### src/rtl/fifo_rd_ctrl.sv
// fifo_rd_ctrl
//   Read-side controller of an asynchronous FIFO. It tracks the binary read
//   pointer, publishes it in Gray code to the write domain, and fetches words
//   from a FIFO memory that has one cycle of read latency. Fetched words land
//   in a 2-entry output buffer that drives a valid/ready stream. Fetches are
//   issued early enough to sustain one word per cycle.
//
// Ports
//   R_CLK        read-domain clock, all state on the rising edge
//   R_RST        synchronous active-high reset
//   rq2_wptr     Gray write pointer, already synchronized into R_CLK
//   Rd_data_mem  memory read data, valid the cycle after Rclken
//   Rclken       memory read strobe, one word per strobe
//   Raddr        memory read address
//   Rptr         registered Gray read pointer for the write domain
//   EMPTY        no unfetched words left in memory
//   RD_DATA      head word of the output buffer
//   RD_VALID     RD_DATA is valid
//   RD_READY     consumer accepts RD_DATA
//   RD_LEVEL     registered count of unfetched words, 0..DEPTH
module fifo_rd_ctrl #(
  parameter int DEPTH  = 8,
  parameter int P_SIZE = 4,
  parameter int D_SIZE = 8
) (
  input  logic              R_CLK,
  input  logic              R_RST,
  input  logic [P_SIZE-1:0] rq2_wptr,
  input  logic [D_SIZE-1:0] Rd_data_mem,
  output logic              Rclken,
  output logic [P_SIZE-2:0] Raddr,
  output logic [P_SIZE-1:0] Rptr,
  output logic              EMPTY,
  output logic [D_SIZE-1:0] RD_DATA,
  output logic              RD_VALID,
  input  logic              RD_READY,
  output logic [P_SIZE-1:0] RD_LEVEL
);

  // The pointer carries one wrap bit above the address bits.
  if (DEPTH != (1 << (P_SIZE - 1))) begin : g_bad_depth
    $error("fifo_rd_ctrl: DEPTH must equal 2**(P_SIZE-1)");
  end

  logic [P_SIZE-1:0] rbin_q, rbin_d;
  logic [P_SIZE-1:0] rptr_q, rptr_d;
  logic [P_SIZE-1:0] level_q, level_d;
  logic [1:0]        occ_q, occ_d;
  logic              infl_q, infl_d;
  logic [D_SIZE-1:0] buf0_q, buf0_d;
  logic [D_SIZE-1:0] buf1_q, buf1_d;

  logic       pop;
  logic       fetch;
  logic [1:0] occ_mid;
  logic [2:0] demand;

  function automatic logic [P_SIZE-1:0] gray2bin(input logic [P_SIZE-1:0] g);
    logic [P_SIZE-1:0] b;
    b[P_SIZE-1] = g[P_SIZE-1];
    for (int i = P_SIZE - 2; i >= 0; i--) begin
      b[i] = b[i+1] ^ g[i];
    end
    return b;
  endfunction

  always_comb begin
    EMPTY    = (rptr_q == rq2_wptr);
    // Reset hides any buffered word in the reset cycle itself.
    RD_VALID = (occ_q != 2'd0) && !R_RST;
    RD_DATA  = buf0_q;
    pop      = RD_VALID && RD_READY;

    // Words that will occupy the buffer next cycle if nothing new is fetched;
    // a new fetch is allowed only if that leaves room for its capture.
    demand = {1'b0, occ_q} + {2'b00, infl_q} - {2'b00, pop};
    fetch  = !R_RST && !EMPTY && (demand < 3'd2);

    Rclken   = fetch;
    Raddr    = rbin_q[P_SIZE-2:0];
    Rptr     = rptr_q;
    RD_LEVEL = level_q;

    rbin_d  = rbin_q + {{(P_SIZE-1){1'b0}}, fetch};
    rptr_d  = rbin_d ^ (rbin_d >> 1);
    level_d = gray2bin(rq2_wptr) - rbin_q;
    infl_d  = fetch;

    // Pop shifts the buffer first; the in-flight word then fills the first
    // free slot, so a same-cycle capture and pop both take effect.
    buf0_d  = buf0_q;
    buf1_d  = buf1_q;
    occ_mid = occ_q - {1'b0, pop};
    if (pop) begin
      buf0_d = buf1_q;
    end
    if (infl_q) begin
      if (occ_mid == 2'd0) begin
        buf0_d = Rd_data_mem;
      end else begin
        buf1_d = Rd_data_mem;
      end
    end
    occ_d = occ_mid + {1'b0, infl_q};
  end

  always_ff @(posedge R_CLK) begin
    if (R_RST) begin
      rbin_q  <= '0;
      rptr_q  <= '0;
      level_q <= '0;
      occ_q   <= 2'd0;
      infl_q  <= 1'b0;
    end else begin
      rbin_q  <= rbin_d;
      rptr_q  <= rptr_d;
      level_q <= level_d;
      occ_q   <= occ_d;
      infl_q  <= infl_d;
    end
  end

  // Buffer contents are only meaningful under occ_q, so they need no reset.
  always_ff @(posedge R_CLK) begin
    buf0_q <= buf0_d;
    buf1_q <= buf1_d;
  end

endmodule
### config.mk
export PLATFORM = sky130hd
export DESIGN_NAME = fifo_rd_ctrl
export DESIGN_NICKNAME = d
export VERILOG_FILES = /design/src/rtl/fifo_rd_ctrl.sv
export SDC_FILE = /design/constraint.sdc
export NUM_CORES = 1
export LEC_CHECK = 0
export ABC_AREA = 1
export BUFFER_PORTS_ARGS = -buffer_cell sky130_fd_sc_hd__buf_2
export CAP_MARGIN = 25
export CORE_MARGIN = 5
export CORE_UTILIZATION = 52
export DETAILED_ROUTE_END_ITERATION = 12
export MAX_ROUTING_LAYER = met4
export PLACE_DENSITY = 0.74
export REMOVE_ABC_BUFFERS = 1
export SYNTH_ARGS = -nofsm -noshare
export SYNTH_HDL_FRONTEND = slang
export SYNTH_SLANG_ARGS = --single-unit
### constraint.sdc
create_clock -name R_CLK -period 3.9 [get_ports R_CLK]
set_input_delay 0.39 -clock R_CLK [delete_from_list [all_inputs] [get_ports R_CLK]]
set_output_delay 0.39 -clock R_CLK [all_outputs]
set_load 0.005 [all_outputs]
==> impl_metrics.prom, run 1 <==
# TYPE chip_impl_metric gauge
chip_impl_metric{name="ys.warnings.count",unit=""} 0
chip_impl_metric{name="grt_pass1_wl",unit="um"} 5299
chip_impl_metric{name="dp.final_hpwl",unit="um"} 2329
chip_impl_metric{name="placement.io_buffers",unit=""} 36
chip_impl_metric{name="fraction_of_layout_cells_with_a_size_suffix_above_1",unit=""} 0.2261
chip_impl_metric{name="post_layout_nonfiller_instances",unit=""} 261
chip_impl_info{name="cts_tree",value="done"} 1
chip_impl_metric{name="wl_met1",unit="um"} 1420
chip_impl_metric{name="max-cap-violations",unit=""} 0
chip_impl_metric{name="maximum_number_of_pins_on_one_net_before_global_route_repair",unit=""} 16
chip_impl_info{name="synth_commonest_cells",value="sky130_fd_sc_hd__nand2_1, sky130_fd_sc_hd__inv_1, sky130_fd_sc_hd__dfxtp_1"} 1
chip_impl_metric{name="floorplan.initialDensity",unit=""} 0.5491
chip_impl_metric{name="synth_top_cell_area_share",unit=""} 0.2859
chip_impl_info{name="clk_root_buffer_cell",value="sky130_fd_sc_hd__clkbuf_4"} 1
chip_impl_info{name="ys.flop_type",value="sky130_fd_sc_hd__dfxtp_1"} 1
chip_impl_info{name="setup.worst_path.class",value="flop to flop"} 1
chip_impl_metric{name="wl_per_cell",unit="um"} 11.65
chip_impl_metric{name="yosys.cell_types.count",unit=""} 23
chip_impl_metric{name="synth.yosys.seq_area_share",unit=""} 0.4419
chip_impl_metric{name="design.final.nets",unit=""} 254
chip_impl_metric{name="first_global_vias",unit=""} 1199
chip_impl_metric{name="post-route-util",unit=""} 0.6351
chip_impl_info{name="setup_repair_after_global_routing_missed_its_margin",value="no"} 1
chip_impl_info{name="crit_path_cell_chain",value="inv_2 -> nand2_4 -> nand3_4 -> inv_1 -> ha_1 -> or2_2 -> fa_1 -> o21a_1 -> nand3_1 -> nor2_1 -> ha_1 -> ha_1 -> inv_1 -> nand2_1 -> nand2_1 -> o21ai_0 -> a21oi_1"} 1
chip_impl_metric{name="clock.fmax",unit="GHz"} 0.3112
chip_impl_metric{name="path_clk_slew",unit="ps"} 90
chip_impl_metric{name="synthesis.area",unit="um^2"} 1540
chip_impl_metric{name="cells_resized_by_post_cts_repair",unit=""} 0
chip_impl_metric{name="post-cts-setup-buffer-count",unit=""} 0
chip_impl_metric{name="internal_power",unit="mW"} 0.7136
chip_impl_info{name="critPathMostFrequentCell",value="sky130_fd_sc_hd__ha_1"} 1
chip_impl_metric{name="floorplan.io_pins",unit=""} 37
chip_impl_info{name="cp-end-kind",value="flop"} 1
chip_impl_metric{name="report.final.slew_viol_count",unit=""} 0
chip_impl_metric{name="critical_path.n_buffers_inverters",unit=""} 3
chip_impl_metric{name="timing.hold.worst_path_depth",unit=""} 1
chip_impl_metric{name="clock_tree.buffer_depth",unit=""} 2
chip_impl_metric{name="share_clk_of_total_power",unit=""} 0.147
chip_impl_metric{name="synthToLayoutAreaGrowth",unit="%"} 15.68
chip_impl_metric{name="synthesis.instances",unit=""} 189
chip_impl_metric{name="power.switching",unit="mW"} 0.4804
chip_impl_info{name="cp-start-kind",value="flop"} 1
chip_impl_metric{name="cp.required",unit="ps"} 4120
chip_impl_info{name="capture_instance_of_the_worst_register_to_register_path",value="Rptr[1]"} 1
chip_impl_metric{name="synth_enable_flop_cells",unit=""} 8
chip_impl_info{name="hold_path.class",value="input port to flop"} 1
chip_impl_metric{name="r2r_cells",unit=""} 17
chip_impl_info{name="path_delay_family",value="adder cells"} 1
chip_impl_metric{name="detailedRoute.firstPassIterationCount",unit=""} 4
chip_impl_metric{name="remaining_drc_errors",unit=""} 0
chip_impl_info{name="outcome",value="finished, final reports clean"} 1
chip_impl_metric{name="die_height",unit="um"} 64.43
chip_impl_info{name="timing.rr.start",value="occ_q[1]"} 1
chip_impl_info{name="synth_top_cells_by_area",value="sky130_fd_sc_hd__dfxtp_1, sky130_fd_sc_hd__edfxtp_1, sky130_fd_sc_hd__nand2_1"} 1
chip_impl_metric{name="reg2reg_slack",unit="ps"} 690
chip_impl_metric{name="vias",unit=""} 1249
chip_impl_metric{name="numClockSinks",unit=""} 30
chip_impl_metric{name="antenna_left",unit=""} 0
chip_impl_metric{name="clk-insertion-delay-late",unit="ps"} 340
chip_impl_metric{name="die_w",unit="um"} 64.43
chip_impl_metric{name="antenna_found_initial",unit=""} 0
chip_impl_metric{name="setup_violations",unit=""} 0
chip_impl_info{name="cp_slowest_cell",value="sky130_fd_sc_hd__fa_1"} 1
chip_impl_metric{name="pwr-share-comb",unit=""} 0.445
chip_impl_metric{name="total_leakage_power",unit="nW"} 0.9498
chip_impl_metric{name="cp_data_arrival_time",unit="ps"} 3440
chip_impl_metric{name="detail_route.vias_per_cell",unit=""} 4.785
chip_impl_metric{name="asr_flop_ratio_synth",unit=""} 0
chip_impl_metric{name="critical-path-max-stage-delay",unit="ps"} 500
chip_impl_metric{name="dp.cells",unit=""} 253
chip_impl_metric{name="rows",unit=""} 19
chip_impl_metric{name="track_usage",unit=""} 0.1712
chip_impl_metric{name="globalRoute.totalOverflow",unit=""} 0
chip_impl_metric{name="globalplace.congestion",unit=""} 0.8066
chip_impl_metric{name="detailroute.wirelength.met2",unit="um"} 1416
chip_impl_metric{name="power_density",unit="nW/um^2"} 670.1
chip_impl_metric{name="drt-total-wl",unit="um"} 3041
chip_impl_metric{name="route.met3.wl",unit="um"} 159
chip_impl_metric{name="drt_iter0_markers",unit=""} 39
chip_impl_metric{name="report.power.total",unit="mW"} 1.194
chip_impl_metric{name="setup_tns",unit="ps"} 0
chip_impl_metric{name="num_cts_buffers",unit=""} 5
chip_impl_metric{name="vdd_drop_max",unit="V"} 0.0003604
chip_impl_metric{name="flop_and_latch_count_out_of_synthesis",unit=""} 30
chip_impl_metric{name="period_share",unit=""} 0.8239
chip_impl_metric{name="maximum_net_fanout_on_the_critical_path",unit=""} 9
chip_impl_metric{name="synthesis.area_per_instance",unit="um^2"} 8.149
chip_impl_metric{name="sequentialPowerShare",unit=""} 0.408
chip_impl_metric{name="worst-slew-pin-transition",unit="ps"} 330.2
chip_impl_metric{name="hold_violations",unit=""} 0
chip_impl_info{name="route.top_layer_used",value="met4"} 1
chip_impl_info{name="synth_top_area_cell",value="sky130_fd_sc_hd__dfxtp_1"} 1
chip_impl_info{name="yosysMostFrequentCell",value="sky130_fd_sc_hd__nand2_1"} 1
chip_impl_metric{name="switching_share",unit=""} 0.4023
chip_impl_metric{name="antenna_cells_inserted",unit=""} 0
chip_impl_metric{name="slew_headroom",unit=""} 0.7796
chip_impl_info{name="holdPathEnd",value="buf1_q[3]"} 1
chip_impl_metric{name="cts_hold_buffers",unit=""} 0
chip_impl_info{name="hold_path.startpoint",value="Rd_data_mem[3]"} 1
chip_impl_metric{name="core_area",unit="um^2"} 2805
chip_impl_metric{name="fillerInstances",unit=""} 262
chip_impl_metric{name="fin_crit",unit="ps"} 3213
chip_impl_metric{name="fp.dieArea",unit="um^2"} 4151
chip_impl_metric{name="worst_clock_skew",unit="ps"} 10.62
chip_impl_metric{name="h-tree-depth",unit=""} 2
-- layer usage --
| layer | track usage | vias up |
|---|---|---|
| met4 | 0.05541 | 0 |
| met5 | - | - |
| met1 | 0.2113 | 548 |
| li1 | - | 672 |
| met3 | 0.06218 | 5 |
| met2 | 0.2616 | 24 |
-- power by group through the flow --
| stage | sequential [mW] | clock (mW) | combinational (mW) |
|---|---|---|---|
| 6_report | 0.487 | 0.175 | 0.532 |
| 5_1_grt | 0.502 | 0.195 | 0.617 |
| 4_1_cts | 0.487 | 0.177 | 0.540 |
| 3_5_place_dp | 0.494 | 0 | 0.537 |
| 3_3_place_gp | 0.492 | 0 | 0.530 |
| 2_1_floorplan | 0.493 | 0 | 0.359 |
-- state kept, by name, summed over array words and instances, names as in the netlist --
register  cells
buf1_q        8
RD_LEVEL      4
infl_q        1
Rptr          3
RD_DATA       8
occ_q         2
rbin_q        4
-- cells by family (layout without fill, tap and decap cells) --
logic type | Yosys count | in the layout | share of synthesized area
buffers and inverters | 44 | 85 | 0.1227
AO/OA/AOI/OAI | 12 | 12 | 0.04062
AND/OR/NAND/NOR | 89 | 89 | 0.2811
flip-flops | 30 | 30 | 0.4419
XOR/XNOR | 4 | 4 | 0.02274
adder cells (fa/ha/maj) | 10 | 10 | 0.09099
-- how the worst max path moves through the flow --
stage                         from       to  slack, ps  cells past startpoint
final                     occ_q[1]  Rptr[1]        690                     17
after global routing      occ_q[1]  Rptr[1]        360                     17
after CTS                 occ_q[1]  Rptr[1]        680                     17
after detailed placement     R_RST  Rptr[1]        630                     17
after global placement       R_RST  Rptr[1]        700                     17
after floorplan           occ_q[1]  Rptr[1]        980                     17
-- area by class of cell --
cell class | instances | area, um^2 | share of cell area
clock buffer | 6 | 41.29 | 0.02317
clock inverter | 2 | 8.758 | 0.004916
inverter | 41 | 161.4 | 0.09059
multi-input combinational | 115 | 670.6 | 0.3764
sequential | 30 | 680.7 | 0.3820
tap | 31 | 38.79 | 0.02177
timing repair buffer | 36 | 180.2 | 0.1011
-- worst reg2reg max path: cells and delay by family (launching register included) --
| kind | cells | cell delay [ps] |
|---|---|---|
| simple gates | 7 | 950 |
| buf+inv | 3 | 270 |
| flops | 1 | 430 |
| compound gates | 3 | 320 |
| fa+ha+maj | 4 | 1110 |
-- per-stage QoR --
stage          instance area [um^2]  setup WS [ps]  hold WS, ps
3_5_place_dp                   1732          628.4        547.2
6_report                       1782          686.9        235.6
2_1_floorplan                  1513          981.1        456.7
3_3_place_gp                   1732          702.3        547.9
4_1_cts                        1782          684.2        230.5
5_1_grt                        1782          358.2        220.8
-- cells in the final DEF, fill, tap and decap left out, types with 2 or more instances in the layout --
cell type and n:
sky130_fd_sc_hd__nor2_1 12, sky130_fd_sc_hd__nand2_4 3, sky130_fd_sc_hd__ha_1 8, sky130_fd_sc_hd__nand3_4 2, sky130_fd_sc_hd__nand4_1 9, sky130_fd_sc_hd__fa_1 2, sky130_fd_sc_hd__o21ai_0 3, sky130_fd_sc_hd__clkbuf_4 5
sky130_fd_sc_hd__dfxtp_1 22, sky130_fd_sc_hd__edfxtp_1 8, sky130_fd_sc_hd__nand2_1 45, sky130_fd_sc_hd__a21oi_1 8, sky130_fd_sc_hd__inv_1 38, sky130_fd_sc_hd__xnor2_1 4, sky130_fd_sc_hd__buf_2 36, sky130_fd_sc_hd__nand3_1 15
No activity file was read; power rests on OpenSTA's default activity.
==> run 2, diff against run 1 <==
==> constraint.sdc (replaced) <==
create_clock -name R_CLK -period 3.1 [get_ports R_CLK]
set_input_delay 0.31 -clock R_CLK [delete_from_list [all_inputs] [get_ports R_CLK]]
set_output_delay 0.31 -clock R_CLK [all_outputs]
set_load 0.005 [all_outputs]
==> impl_metrics.prom, run 2 (same netlist as run 1, synthesis figures left out) <==
# TYPE chip_impl_metric gauge
chip_impl_metric{name="antenna_left",unit=""} 0
chip_impl_metric{name="first_global_vias",unit=""} 1272
chip_impl_metric{name="clock.fmax",unit="GHz"} 0.3451
chip_impl_metric{name="drt_iter0_markers",unit=""} 53
chip_impl_metric{name="remaining_drc_errors",unit=""} 0
chip_impl_metric{name="period_share",unit=""} 0.9348
chip_impl_metric{name="reg2reg_slack",unit="ps"} 210
chip_impl_metric{name="die_w",unit="um"} 64.43
chip_impl_metric{name="fp.dieArea",unit="um^2"} 4151
chip_impl_metric{name="h-tree-depth",unit=""} 2
chip_impl_metric{name="track_usage",unit=""} 0.1673
chip_impl_metric{name="total_leakage_power",unit="nW"} 1.002
chip_impl_metric{name="detail_route.vias_per_cell",unit=""} 4.925
chip_impl_metric{name="rows",unit=""} 19
chip_impl_metric{name="cp.required",unit="ps"} 2790
chip_impl_info{name="setup_repair_after_global_routing_missed_its_margin",value="no"} 1
chip_impl_metric{name="critical_path.n_buffers_inverters",unit=""} 4
chip_impl_metric{name="fin_crit",unit="ps"} 2898
chip_impl_metric{name="antenna_cells_inserted",unit=""} 0
chip_impl_metric{name="grt_pass1_wl",unit="um"} 5264
chip_impl_metric{name="fraction_of_layout_cells_with_a_size_suffix_above_1",unit=""} 0.2954
chip_impl_metric{name="design.final.nets",unit=""} 261
chip_impl_metric{name="num_cts_buffers",unit=""} 5
chip_impl_metric{name="clk-insertion-delay-late",unit="ps"} 320
chip_impl_metric{name="max-cap-violations",unit=""} 0
chip_impl_metric{name="setup_violations",unit=""} 0
chip_impl_metric{name="clock_tree.buffer_depth",unit=""} 2
chip_impl_info{name="crit_path_cell_chain",value="inv_6 -> nand2_8 -> nand3_4 -> inv_1 -> ha_1 -> or2_2 -> fa_1 -> o21a_1 -> nand3_2 -> nor2_2 -> buf_4 -> buf_2"} 1
chip_impl_metric{name="fin_worst_hold_slack",unit="ps"} 169.5
chip_impl_info{name="global_route.peak_usage_layer",value="met2"} 1
chip_impl_metric{name="vdd_drop_max",unit="V"} 0.0006588
chip_impl_info{name="outcome",value="finished, final reports clean"} 1
chip_impl_metric{name="cp_data_arrival_time",unit="ps"} 2590
chip_impl_info{name="setup.worst_path.class",value="flop to output port"} 1
chip_impl_metric{name="post_layout_nonfiller_instances",unit=""} 268
chip_impl_metric{name="globalplace.congestion",unit=""} 0.7923
chip_impl_metric{name="maximum_number_of_pins_on_one_net_before_global_route_repair",unit=""} 15
chip_impl_info{name="cp-start-kind",value="flop"} 1
chip_impl_metric{name="hold_violations",unit=""} 0
chip_impl_metric{name="critical-path-max-stage-delay",unit="ps"} 490
chip_impl_metric{name="antenna_found_initial",unit=""} 0
chip_impl_metric{name="floorplan.io_pins",unit=""} 37
chip_impl_metric{name="drt-total-wl",unit="um"} 3131
chip_impl_info{name="hold_path.class",value="input port to flop"} 1
chip_impl_metric{name="globalRoute.totalOverflow",unit=""} 0
chip_impl_metric{name="synthToLayoutAreaGrowth",unit="%"} 24.13
chip_impl_metric{name="slew_headroom",unit=""} 0.7927
chip_impl_metric{name="report.final.slew_viol_count",unit=""} 0
chip_impl_metric{name="setup_tns",unit="ps"} 0
chip_impl_metric{name="grt_util_met3",unit=""} 0.03972
chip_impl_metric{name="detailedRoute.firstPassIterationCount",unit=""} 4
chip_impl_info{name="mostFrequentLayoutCells",value="sky130_fd_sc_hd__nand2_1, sky130_fd_sc_hd__inv_1, sky130_fd_sc_hd__buf_2"} 1
chip_impl_info{name="cp-end-kind",value="output port"} 1
chip_impl_metric{name="worst-slew-pin-transition",unit="ps"} 310.6
chip_impl_metric{name="numClockSinks",unit=""} 30
chip_impl_metric{name="gr-usage-met1",unit=""} 0.1922
chip_impl_info{name="path_delay_family",value="adder cells"} 1
chip_impl_metric{name="worst_clock_skew",unit="ps"} 8.049
chip_impl_metric{name="vias",unit=""} 1320
chip_impl_metric{name="core_area",unit="um^2"} 2805
chip_impl_metric{name="floorplan.initialDensity",unit=""} 0.5491
chip_impl_info{name="clk_root_buffer_cell",value="sky130_fd_sc_hd__clkbuf_4"} 1
chip_impl_metric{name="die_height",unit="um"} 64.43
chip_impl_metric{name="wl_per_cell",unit="um"} 11.68
chip_impl_metric{name="power_density",unit="nW/um^2"} 870.0
chip_impl_info{name="cp_slowest_cell",value="sky130_fd_sc_hd__fa_1"} 1
chip_impl_info{name="final_common_cell",value="sky130_fd_sc_hd__nand2_1"} 1
chip_impl_metric{name="grt.met2_usage",unit=""} 0.2745
chip_impl_metric{name="maximum_net_fanout_on_the_critical_path",unit=""} 9
chip_impl_metric{name="placement.io_buffers",unit=""} 36
chip_impl_info{name="cts_tree",value="done"} 1
chip_impl_metric{name="dp.cells",unit=""} 257
chip_impl_metric{name="path_clk_slew",unit="ps"} 100
chip_impl_metric{name="dp.final_hpwl",unit="um"} 2440
run 2: path summary, 6_finish.rpt:
path / startpoint / end / depth (start not counted)
worst max register to register: occ_q[1] / Rptr[1] / 17
worst min-delay path: Rd_data_mem[0] / buf1_q[0] / 1
worst min register to register: RD_DATA[1] / RD_DATA[1] / 4
worst max-delay path: occ_q[1] / Rclken / 12
run 2: timing repair:
| action | in CTS | in global routing |
|---|---|---|
| setup endpoints to repair | 1 | 5 |
| buffers inserted | 0 | 3 |
| gates resized for setup | 2 | 14 |
| pin swaps | 0 | 2 |
| hold endpoints to repair | 0 | 0 |
| hold buffers | 0 | 0 |
run 2: worst reg2reg max path: stages, from the launching register on:
cell                      delay (ps)
sky130_fd_sc_hd__dfxtp_4         370
sky130_fd_sc_hd__inv_6            80
sky130_fd_sc_hd__nand2_8          70
sky130_fd_sc_hd__nand3_4          70
sky130_fd_sc_hd__inv_1            60
sky130_fd_sc_hd__ha_1            260
sky130_fd_sc_hd__or2_2           300
sky130_fd_sc_hd__fa_1            490
sky130_fd_sc_hd__o21a_1          130
sky130_fd_sc_hd__nand3_2          90
sky130_fd_sc_hd__nor2_2          120
sky130_fd_sc_hd__ha_2            230
sky130_fd_sc_hd__ha_4            130
sky130_fd_sc_hd__inv_1            30
sky130_fd_sc_hd__nand2_1          80
sky130_fd_sc_hd__nand2_2          90
sky130_fd_sc_hd__o21ai_2         120
sky130_fd_sc_hd__a21oi_1          50
run 2: layout make-up:
| cell class | instances | area [um^2] |
|---|---|---|
| multi-input combinational | 115 | 708.2 |
| clock buffer | 5 | 37.54 |
| clock inverter | 3 | 40.04 |
| fill | 257 | 893.4 |
| inverter | 41 | 168.9 |
| timing repair buffer | 43 | 232.7 |
| sequential | 30 | 685.7 |
| tap | 31 | 38.79 |
run 2: metal layers:
layer,share of wire,vias to the layer above
li1,-,689
met1,0.46,599
met2,0.49,24
met3,0.036,8
met4,0.017,0
met5,0,-
run 2: report_power, final:
part           internal [mW]  switching [mW]
clock network          0.167           0.134
registers              0.547          0.0724
logic                  0.319           0.424
total                   1.03           0.631
run 2: stage by stage:
step / worst slack, ps / cell area, um^2 / utilization / power (mW)
floorplan: 181.1 / 1513 / - / 1.072
global placement: 159.1 / 1762 / 0.6280 / 1.286
detailed placement: 32.13 / 1762 / 0.6280 / 1.304
CTS: 24.82 / 1841 / 0.6561 / 1.609
global route: 8.183 / 1912 / 0.6815 / 1.828
finish: 202.2 / 1912 / 0.6815 / 1.663
